==> src/rtl/mem_stage_lsu_if.sv <==
// Data-memory req/gnt/rvalid port bundle between the MEM-stage LSU and memory.
// The LSU takes the master side and the memory model takes the slave side.
interface mem_stage_lsu_if;
   logic        dmem_req_o;
   logic        dmem_we_o;
   logic [31:0] dmem_addr_o;
   logic [31:0] dmem_wdata_o;
   logic [3:0]  dmem_wstrb_o;
   logic        dmem_gnt_i;
   logic        dmem_rvalid_i;
   logic [31:0] dmem_rdata_i;

   modport master (
      output dmem_req_o, dmem_we_o, dmem_addr_o,
      output dmem_wdata_o, dmem_wstrb_o,
      input  dmem_gnt_i, dmem_rvalid_i, dmem_rdata_i
   );

   modport slave (
      input  dmem_req_o, dmem_we_o, dmem_addr_o,
      input  dmem_wdata_o, dmem_wstrb_o,
      output dmem_gnt_i, dmem_rvalid_i, dmem_rdata_i
   );
endinterface

==> src/rtl/mem_stage_lsu.sv <==
// MEM-stage load/store unit: issues data-memory accesses, aligns load data,
// builds store strobes and stalls the pipeline until the access completes.
module mem_stage_lsu #(
   parameter int unsigned TIMEOUT_CYC = 64
) (
   input  logic        clk,
   input  logic        rst,
   input  logic [31:0] alu_result_in,
   input  logic [31:0] rs2_data_in,
   input  logic [4:0]  rd_in,
   input  logic        reg_write_in,
   input  logic        mem_to_reg_in,
   input  logic        mem_write_in,
   input  logic [2:0]  funct3_in,
   mem_stage_lsu_if.master dmem,
   output logic [31:0] alu_result_out,
   output logic [31:0] mem_data_out,
   output logic [4:0]  rd_out,
   output logic        reg_write_out,
   output logic        mem_to_reg_out,
   output logic        stall_o,
   output logic        misalign_o,
   output logic        bus_err_o
);

   localparam int unsigned CW =
      (TIMEOUT_CYC > 1) ? $clog2(TIMEOUT_CYC) : 1;
   localparam logic [CW-1:0] CNT_LAST = CW'(TIMEOUT_CYC - 1);

   typedef enum logic [1:0] {IDLE, REQ, WAIT} state_e;

   state_e        state_q, state_d;
   logic [CW-1:0] cnt_q, cnt_d;

   logic        is_mem, is_byte, is_half, is_word;
   logic        misal, req, stall, done, tmo, wd_hit;
   logic [1:0]  lane;
   logic [3:0]  strb;
   logic [31:0] wdata, ld;
   logic [7:0]  ld_b;
   logic [15:0] ld_h;
   logic        sx;

   assign lane    = alu_result_in[1:0];
   assign is_mem  = mem_to_reg_in | mem_write_in;
   assign is_byte = funct3_in[1:0] == 2'b00;
   assign is_half = funct3_in[1:0] == 2'b01;
   assign is_word = funct3_in[1];
   assign misal   = is_mem &
                    ((is_half & lane[0]) | (is_word & (|lane)));
   assign sx      = ~funct3_in[2];
   assign ld_b    = dmem.dmem_rdata_i[{lane, 3'b000} +: 8];
   assign ld_h    = dmem.dmem_rdata_i[{lane[1], 4'b0000} +: 16];

   always_comb begin
      strb  = 4'b0000;
      wdata = 32'h0;
      ld    = 32'h0;
      unique case (1'b1)
         is_word: begin
            strb  = 4'b1111;
            wdata = rs2_data_in;
            ld    = dmem.dmem_rdata_i;
         end
         is_half: begin
            strb  = lane[1] ? 4'b1100 : 4'b0011;
            wdata = {2{rs2_data_in[15:0]}};
            ld    = {{16{sx & ld_h[15]}}, ld_h};
         end
         is_byte: begin
            strb  = 4'b0001 << lane;
            wdata = {4{rs2_data_in[7:0]}};
            ld    = {{24{sx & ld_b[7]}}, ld_b};
         end
      endcase
   end

   // Watchdog fires on the last permitted REQ/WAIT cycle.
   assign wd_hit = (TIMEOUT_CYC != 0) && (cnt_q == CNT_LAST);

   always_comb begin
      state_d = state_q;
      cnt_d   = cnt_q;
      req     = 1'b0;
      stall   = 1'b0;
      done    = 1'b0;
      tmo     = 1'b0;
      unique case (state_q)
         IDLE: begin
            cnt_d = '0;
            if (is_mem & ~misal) begin
               req     = 1'b1;
               stall   = 1'b1;
               state_d = dmem.dmem_gnt_i ? WAIT : REQ;
            end
         end
         REQ: begin
            cnt_d = cnt_q + CW'(1);
            if (wd_hit) begin
               tmo     = 1'b1;
               state_d = IDLE;
            end else begin
               req   = 1'b1;
               stall = 1'b1;
               if (dmem.dmem_gnt_i) state_d = WAIT;
            end
         end
         WAIT: begin
            cnt_d = cnt_q + CW'(1);
            if (dmem.dmem_rvalid_i) begin
               done    = 1'b1;
               state_d = IDLE;
            end else if (wd_hit) begin
               tmo     = 1'b1;
               state_d = IDLE;
            end else begin
               stall = 1'b1;
            end
         end
         default: state_d = IDLE;
      endcase
   end

   always_ff @(posedge clk) begin
      if (rst) begin
         state_q <= IDLE;
         cnt_q   <= '0;
      end else begin
         state_q <= state_d;
         cnt_q   <= cnt_d;
      end
   end

   assign dmem.dmem_req_o   = ~rst & req;
   assign dmem.dmem_we_o    = mem_write_in;
   assign dmem.dmem_addr_o  = {alu_result_in[31:2], 2'b00};
   assign dmem.dmem_wdata_o = wdata;
   assign dmem.dmem_wstrb_o = mem_write_in ? strb : 4'b0000;

   assign alu_result_out = alu_result_in;
   assign rd_out         = rd_in;
   assign mem_data_out   = (mem_to_reg_in & done) ? ld : 32'h0;
   assign reg_write_out  = ~rst & reg_write_in &
                           (is_mem ? done : 1'b1);
   assign mem_to_reg_out = ~rst & mem_to_reg_in;
   assign stall_o        = ~rst & stall;
   assign misalign_o     = ~rst & (state_q == IDLE) & misal;
   assign bus_err_o      = ~rst & tmo;

endmodule
==> src/flat_wrapper.sv <==
// flat-port wrapper written by rule: the top's interface ports become plain ports
module mem_stage_lsu_flat 
#(
   parameter int unsigned TIMEOUT_CYC = 64
)
  (clk, rst, alu_result_in, rs2_data_in, rd_in, reg_write_in, mem_to_reg_in, mem_write_in, funct3_in, alu_result_out, mem_data_out, rd_out, reg_write_out, mem_to_reg_out, stall_o, misalign_o, bus_err_o, dmem_dmem_req_o, dmem_dmem_we_o, dmem_dmem_addr_o, dmem_dmem_wdata_o, dmem_dmem_wstrb_o, dmem_dmem_gnt_i, dmem_dmem_rvalid_i, dmem_dmem_rdata_i);
  mem_stage_lsu_if dmem_i ();
  input  logic clk;
  input  logic rst;
  input  logic [31:0] alu_result_in;
  input  logic [31:0] rs2_data_in;
  input  logic [4:0] rd_in;
  input  logic reg_write_in;
  input  logic mem_to_reg_in;
  input  logic mem_write_in;
  input  logic [2:0] funct3_in;
  output logic [31:0] alu_result_out;
  output logic [31:0] mem_data_out;
  output logic [4:0] rd_out;
  output logic reg_write_out;
  output logic mem_to_reg_out;
  output logic stall_o;
  output logic misalign_o;
  output logic bus_err_o;
  output wire logic [$bits(dmem_i.dmem_req_o)-1:0] dmem_dmem_req_o;
  output wire logic [$bits(dmem_i.dmem_we_o)-1:0] dmem_dmem_we_o;
  output wire logic [$bits(dmem_i.dmem_addr_o)-1:0] dmem_dmem_addr_o;
  output wire logic [$bits(dmem_i.dmem_wdata_o)-1:0] dmem_dmem_wdata_o;
  output wire logic [$bits(dmem_i.dmem_wstrb_o)-1:0] dmem_dmem_wstrb_o;
  input wire logic [$bits(dmem_i.dmem_gnt_i)-1:0] dmem_dmem_gnt_i;
  input wire logic [$bits(dmem_i.dmem_rvalid_i)-1:0] dmem_dmem_rvalid_i;
  input wire logic [$bits(dmem_i.dmem_rdata_i)-1:0] dmem_dmem_rdata_i;
  assign dmem_dmem_req_o = dmem_i.dmem_req_o;
  assign dmem_dmem_we_o = dmem_i.dmem_we_o;
  assign dmem_dmem_addr_o = dmem_i.dmem_addr_o;
  assign dmem_dmem_wdata_o = dmem_i.dmem_wdata_o;
  assign dmem_dmem_wstrb_o = dmem_i.dmem_wstrb_o;
  assign dmem_i.dmem_gnt_i = dmem_dmem_gnt_i;
  assign dmem_i.dmem_rvalid_i = dmem_dmem_rvalid_i;
  assign dmem_i.dmem_rdata_i = dmem_dmem_rdata_i;
  mem_stage_lsu #(.TIMEOUT_CYC(TIMEOUT_CYC)) u_core (.clk(clk), .rst(rst), .alu_result_in(alu_result_in), .rs2_data_in(rs2_data_in), .rd_in(rd_in), .reg_write_in(reg_write_in), .mem_to_reg_in(mem_to_reg_in), .mem_write_in(mem_write_in), .funct3_in(funct3_in), .dmem(dmem_i), .alu_result_out(alu_result_out), .mem_data_out(mem_data_out), .rd_out(rd_out), .reg_write_out(reg_write_out), .mem_to_reg_out(mem_to_reg_out), .stall_o(stall_o), .misalign_o(misalign_o), .bus_err_o(bus_err_o));
endmodule
==> config.mk <==
export PLATFORM = sky130hd
export DESIGN_NAME = mem_stage_lsu_flat
export DESIGN_NICKNAME = d
export VERILOG_FILES = /design/src/rtl/mem_stage_lsu_if.sv /design/src/rtl/mem_stage_lsu.sv /design/src/flat_wrapper.sv
export SDC_FILE = /design/constraint.sdc
export NUM_CORES = 1
export LEC_CHECK = 0
export ABC_AREA = 1
export BUFFER_PORTS_ARGS = -buffer_cell sky130_fd_sc_hd__clkbuf_2
export CAP_MARGIN = 15
export CORE_AREA = 2 2 98 100
export DETAILED_ROUTE_END_ITERATION = 16
export DIE_AREA = 0 0 100 102
export SLEW_MARGIN = 20
export SYNTH_ARGS = -nofsm -noshare
export SYNTH_HDL_FRONTEND = slang
export SYNTH_SLANG_ARGS = --single-unit
==> constraint.sdc <==
create_clock -name clk -period 2.7 [get_ports clk]
set_clock_uncertainty 0.2 [all_clocks]
set_input_delay 0.54 -clock clk [delete_from_list [all_inputs] [get_ports clk]]
set_output_delay 0.54 -clock clk [all_outputs]
set_load 0.1 [all_outputs]
=== Word-level counts from Yosys, hierarchy flattened ===
Cells that the tools add are included.

* Add/subtract/negate cells: 1
* $mul: 0
* Divide/modulo/power cells: 0
* Magnitude comparators: 0
* Eq/ne operators: 7
* Shift operators: 3
* Mux-type cells: 25
* Bitwise gates (word level): 20
* Reductions and logical operators: 6

{| class="wikitable"
|+ Operators by type and width
! operator !! count
|-
| one-hot mux 32 bit (3 select lines) || 2
|-
| 2-to-1 mux 32 bit || 1
|-
| variable part select 32 x 6 -> 16 bit || 1
|-
| variable part select 32 x 6 -> 8 bit || 1
|-
| bitwise AND 1 bit || 15
|-
| 2-to-1 mux 2 bit || 6
|-
| one-hot mux 4 bit (3 select lines) || 1
|-
| one-hot mux 6 bit (2 select lines) || 1
|-
| 2-to-1 mux 1 bit || 8
|-
| 2-to-1 mux 4 bit || 2
|-
| adder 6 x 1 -> 6 bit, second input constant || 1
|-
| equality test 6 bit, second input constant || 1
|-
| != test 3 x 2 -> 1 bit, second input constant || 2
|-
| one-hot mux 2 bit (3 select lines) || 1
|-
| equality test 2 x 1 -> 1 bit, second input constant || 2
|-
| logical NOT 2 bit || 2
|-
| one-hot mux 1 bit (2 select lines) || 2
|-
| OR reduction 2 bit || 2
|-
| << shifter 1 x 2 -> 4 bit, first input constant || 1
|-
| inverter 1 bit || 3
|-
| one-hot mux 1 bit (3 select lines) || 1
|-
| AND reduction 3 bit || 1
|-
| equality test 2 bit, second input constant || 1
|-
| != test 2 x 1 -> 1 bit, second input constant || 1
|-
| 2 further kinds || 3
|}

* Register bits after elaboration: 8
* Latch bits: 0
* Bits in writable memories: 0
* Memory bits (read-only): 0
* Bits of input ports: 111
* Output and inout port bits: 144
* Logic and storage cells: 64
* Memories: 0

=== Depth between registers and ports, before layout ===
* Depth after elaboration: 9
* Gate-level depth with buffers: 10
* Mapped depth without buffers: 9

=== Worst setup path before layout ===
Ideal clock, no wire load.

* Kind: in2out
* Start point: in funct3_in[0]
* End point: out dmem_dmem_wdata_o[11]
* Arrival: 3.141 ns
* Required time: 1.960 ns
* Path slack: -1.181 ns
* Stages: 5
* Buffers on the path: 1
* Cells stage by stage: inv_1 > nand2_4 > inv_1 > clkbuf_1 > o21ai_0

* Word-level cells in the longest chain between the ends: 2
* Elaborated cells between the ends (all ways): 3
* Those cells by class: eq/ne: 1; mux: 1; reduce/logical: 1

{| class="wikitable"
|+ RTL lines
! what !! RTL line !! source
|-
| start, declared || flat_wrapper.sv:16 || <nowiki>input logic [2:0] funct3_in;</nowiki>
|-
| equality test 2 x 1 -> 1 bit or logical NOT 2 bit (tied branches) || mem_stage_lsu.sv:47, mem_stage_lsu.sv:46 ||
|-
| one-hot mux 32 bit (3 select lines) * || mem_stage_lsu.sv:59 || <nowiki>unique case (1'b1)</nowiki>
|-
| end, declared || flat_wrapper.sv:28 || <nowiki>output wire logic [$bits(dmem_i.dmem_wdata_o)-1:0] dmem_dmem_wdata_o;</nowiki>
|}

Every way passes the cells marked *; elsewhere a longest branch is shown, timed or not. The select of a mux whose other input is x is not followed.

=== Final worst setup path ===
* Start point: in alu_result_in[1]
* End point: out mem_data_out[12]

* Word-level cells in the longest chain between the ends: 4
* Elaborated cells between the ends (all ways): 5
* Those cells by class: shift: 2; mux: 2; bitwise: 1

{| class="wikitable"
|+ RTL lines
! what !! RTL line !! source
|-
| start, declared || flat_wrapper.sv:10 || <nowiki>input logic [31:0] alu_result_in;</nowiki>
|-
| variable part select 32 x 6 -> 8 bit || mem_stage_lsu.sv:52 || <nowiki>assign ld_b = dmem.dmem_rdata_i[{lane, 3'b000} +: 8];</nowiki>
|-
| bitwise AND 1 bit || mem_stage_lsu.sv:73 || <nowiki>ld = {{24{sx & ld_b[7]}}, ld_b};</nowiki>
|-
| one-hot mux 32 bit (3 select lines) * || mem_stage_lsu.sv:59 ||
|-
| 2-to-1 mux 32 bit * || mem_stage_lsu.sv:142 || <nowiki>assign mem_data_out = (mem_to_reg_in & done) ? ld : 32'h0;</nowiki>
|-
| end, declared || flat_wrapper.sv:18 || <nowiki>output logic [31:0] mem_data_out;</nowiki>
|}

Every way passes the cells marked *; elsewhere a longest branch is shown, timed or not.

==> impl_metrics.py <==
metrics = {
    "run_status": {
        "outcome": "complete, no violations",
    },
    "setup_path": {
        "cp.arrival_ns": 1.87,
        "cp-end-kind": "primary output",
        "r2r-start": "u_core.state_q[0]",
        "start_kind": "input port",
        "crit_start": "alu_result_in[1]",
        "crit_fanout": 21,
        "critical_path_class": "in -> out",
        "worstPathRequired_ns": 1.96,
    },
    "route": {
        "via_per_inst": 4.64,
        "wl_per_cell_um": 14.4,
        "vias": 2798,
        "dr.pass1.iters": 4,
        "antenna_left": 0,
        "drt_iter0_drc": 45,
        "finalWirelength_um": 8700,
        "drc": 0,
    },
    "timing": {
        "finalCritPeriodShare": 0.968,
        "fmax_ghz": 0.383,
        "hold_viol": 0,
        "drv_slew": 0,
        "rsz0062_at_grt": "false",
        "finalSetupViolCount": 0,
        "layout_min_cycle_time_ns": 2.61,
        "slew_headroom": 0.620,
        "max_slew.worst_pin.slew_ns": 0.573,
    },
    "floorplan": {
        "start_util": 0.247,
        "core_mm2": 0.00911,
        "ios": 255,
        "chipHeight_um": 102,
        "row_count": 35,
        "fp.dieArea_mm2": 0.0102,
        "dieWidth_um": 100,
    },
    "power": {
        "peakVddDrop_mv": 0.347,
        "finalPower_w": 0.00156,
        "p_leak_nw": 1.94,
        "power.density_mw_per_mm2": 388,
    },
    "place": {
        "hpwl_um": 7300,
        "place.gp.congestion": 0.841,
        "dp.cells": 599,
        "placed_area_mm2": 0.00392,
        "port-buffer-count": 152,
    },
    "cts": {
        "root_buffer": "clkbuf_8",
        "clk_pin_slew_worst_paths_ns": 0.04,
        "ctsHtreeMaxLevel": 1,
        "clkLatencyLatePin_ns": 0.23,
        "ctsLongestPathBuffers": 2,
        "cts_buffers": 3,
        "tritoncts": "yes",
        "clkSinkCount": 8,
    },
    "logic_synthesis": {
        "netlist_instances": 402,
        "synth-adder-area-share": 0.0278,
        "synth_xor_area_frac": 0,
        "async_flop_share": 0,
        "ys_ff_latch": 8,
        "synth_edf_count": 0,
        "synth_top_family_by_area": "buffers and inverters",
        "yosys_warnings": 0,
        "synth_compound_area_frac": 0.191,
        "synth_mux_area_frac": 0,
        "synth.avg_cell_area_um2": 5.60,
        "ys_types": 32,
        "synth_seq_area_share": 0.0711,
        "syn_area_mm2": 0.00225,
        "synth-simple-area-share": 0.354,
        "ys.flop_type": "dfxtp_1",
    },
    "cells_and_area": {
        "antenna_cells": 0,
        "finalNonFillerCells": 603,
        "final_cell_area_mm2": 0.00402,
        "final_layout_size_suffix_gt1_frac": 0.484,
        "nets": 610,
        "area_growth_pct": 78.6,
        "layout_common_cells": "100 x nand2_1, 87 x clkbuf_2, 66 x buf_12",
        "final_common_cell": "nand2_1",
    },
    "grt": {
        "grt_antenna_before_repair": 0,
        "grt_overflow_total": 0,
        "grt_max_degree": 41,
        "grt_pass1_wl_um": 13300,
        "grt_pass1_vias": 2703,
        "grt_usage": 0.161,
    },
    "worst_hold_path": {
        "min_from": "u_core.cnt_q[0]",
        "min-delay-path-class": "reg -> reg",
    },
    "run": {
        "max_cap_violations": 0,
    },
}
[cells by family (layout without fill, tap and decap cells)]
kind of cell	after synthesis	in the layout
other	1	2
adders and majority gates	5	5
and+or+nand+nor	181	181
DFF	8	8
buffers and inverters	132	221
AOI/OAI and AO/OA	75	75
[layout make-up]
class / count / area [µm²]
Multi-Input combinational cell: 263 / 1560
Inverter: 43 / 178
Sequential cell: 8 / 160
Tap cell: 111 / 139
Clock buffer: 3 / 41.3
Timing Repair Buffer: 175 / 1940
Fill cell: 911 / 5090
[cells in the mapped netlist (5+ instances only)]
cell / n / area share
nor2_1: 35 / 0.058
nor2_2: 11 / 0.031
inv_1: 40 / 0.067
ha_1: 5 / 0.028
nand2_1: 101 / 0.17
o211ai_1: 7 / 0.023
o221ai_1: 6 / 0.023
nand3_1: 10 / 0.022
clkbuf_1: 8 / 0.013
a21oi_1: 20 / 0.044
or2_2: 14 / 0.039
dfxtp_1: 8 / 0.071
o21ai_0: 36 / 0.080
buf_4: 78 / 0.26
[critical path, cell delays in order]
cell      delay, ns
clkbuf_2       0.20
buf_8          0.21
or2_2          0.13
o21ai_0        0.09
or2_2          0.32
a21oi_4        0.20
buf_12         0.19
[sequential cells by signal, indices dropped and copies added, names as in the netlist]
register        count
u_core.cnt_q        6
u_core.state_q      2
[worst paths after layout]
check                           cells after the start  slack [ns]                to
worst max-delay path                                7        0.09  mem_data_out[12]
worst min-delay path                                2        0.31   u_core.cnt_q[0]
worst max register to register                      4        1.01   u_core.cnt_q[2]
worst min register to register                      2        0.31   u_core.cnt_q[0]
[report_power, final]
part | switching, W | leakage (nW) | total (W) | internal (W)
combinational | 0.000856 | 1.85 | 0.00127 | 0.000409
sequential | 0.0000151 | 0.0650 | 0.000151 | 0.000136
clock | 0.0000489 | 0.0216 | 0.000146 | 0.0000967
total | 0.000920 | 1.94 | 0.00156 | 0.000642
[layer usage]
layer,up-vias,global-route usage,routed length [µm]
met2,114,0.307,4570
met5,-,0,0
met1,1278,0.184,3350
li1,1381,-,-
met3,25,0.0260,595
met4,0,0.0474,190
[stage by stage]
step / hold slack (ns) / TNS (ns) / util / setup slack, ns
after global placement: 0.283 / -2.02 / 0.431 / -0.257
final: 0.311 / 0 / 0.441 / 0.0860
after global routing: 0.341 / 0 / 0.441 / 0.00959
after detailed placement: 0.297 / -2.43 / 0.431 / -0.313
after floorplan: 0.265 / -4.82 / - / -0.416
after CTS: 0.306 / -0.000743 / 0.436 / -0.000743
[repair_timing]
| action | 4_1_cts | 5_1_grt |
|---|---|---|
| gates resized for setup | 3 | 10 |
| hold endpoints to repair | 0 | 0 |
| hold buffers | 0 | 0 |
| pin swaps | 0 | 1 |
| endpoints found under the setup margin | 25 | 26 |
| buffers inserted | 0 | 1 |
Power figures use the tool's default switching activity.
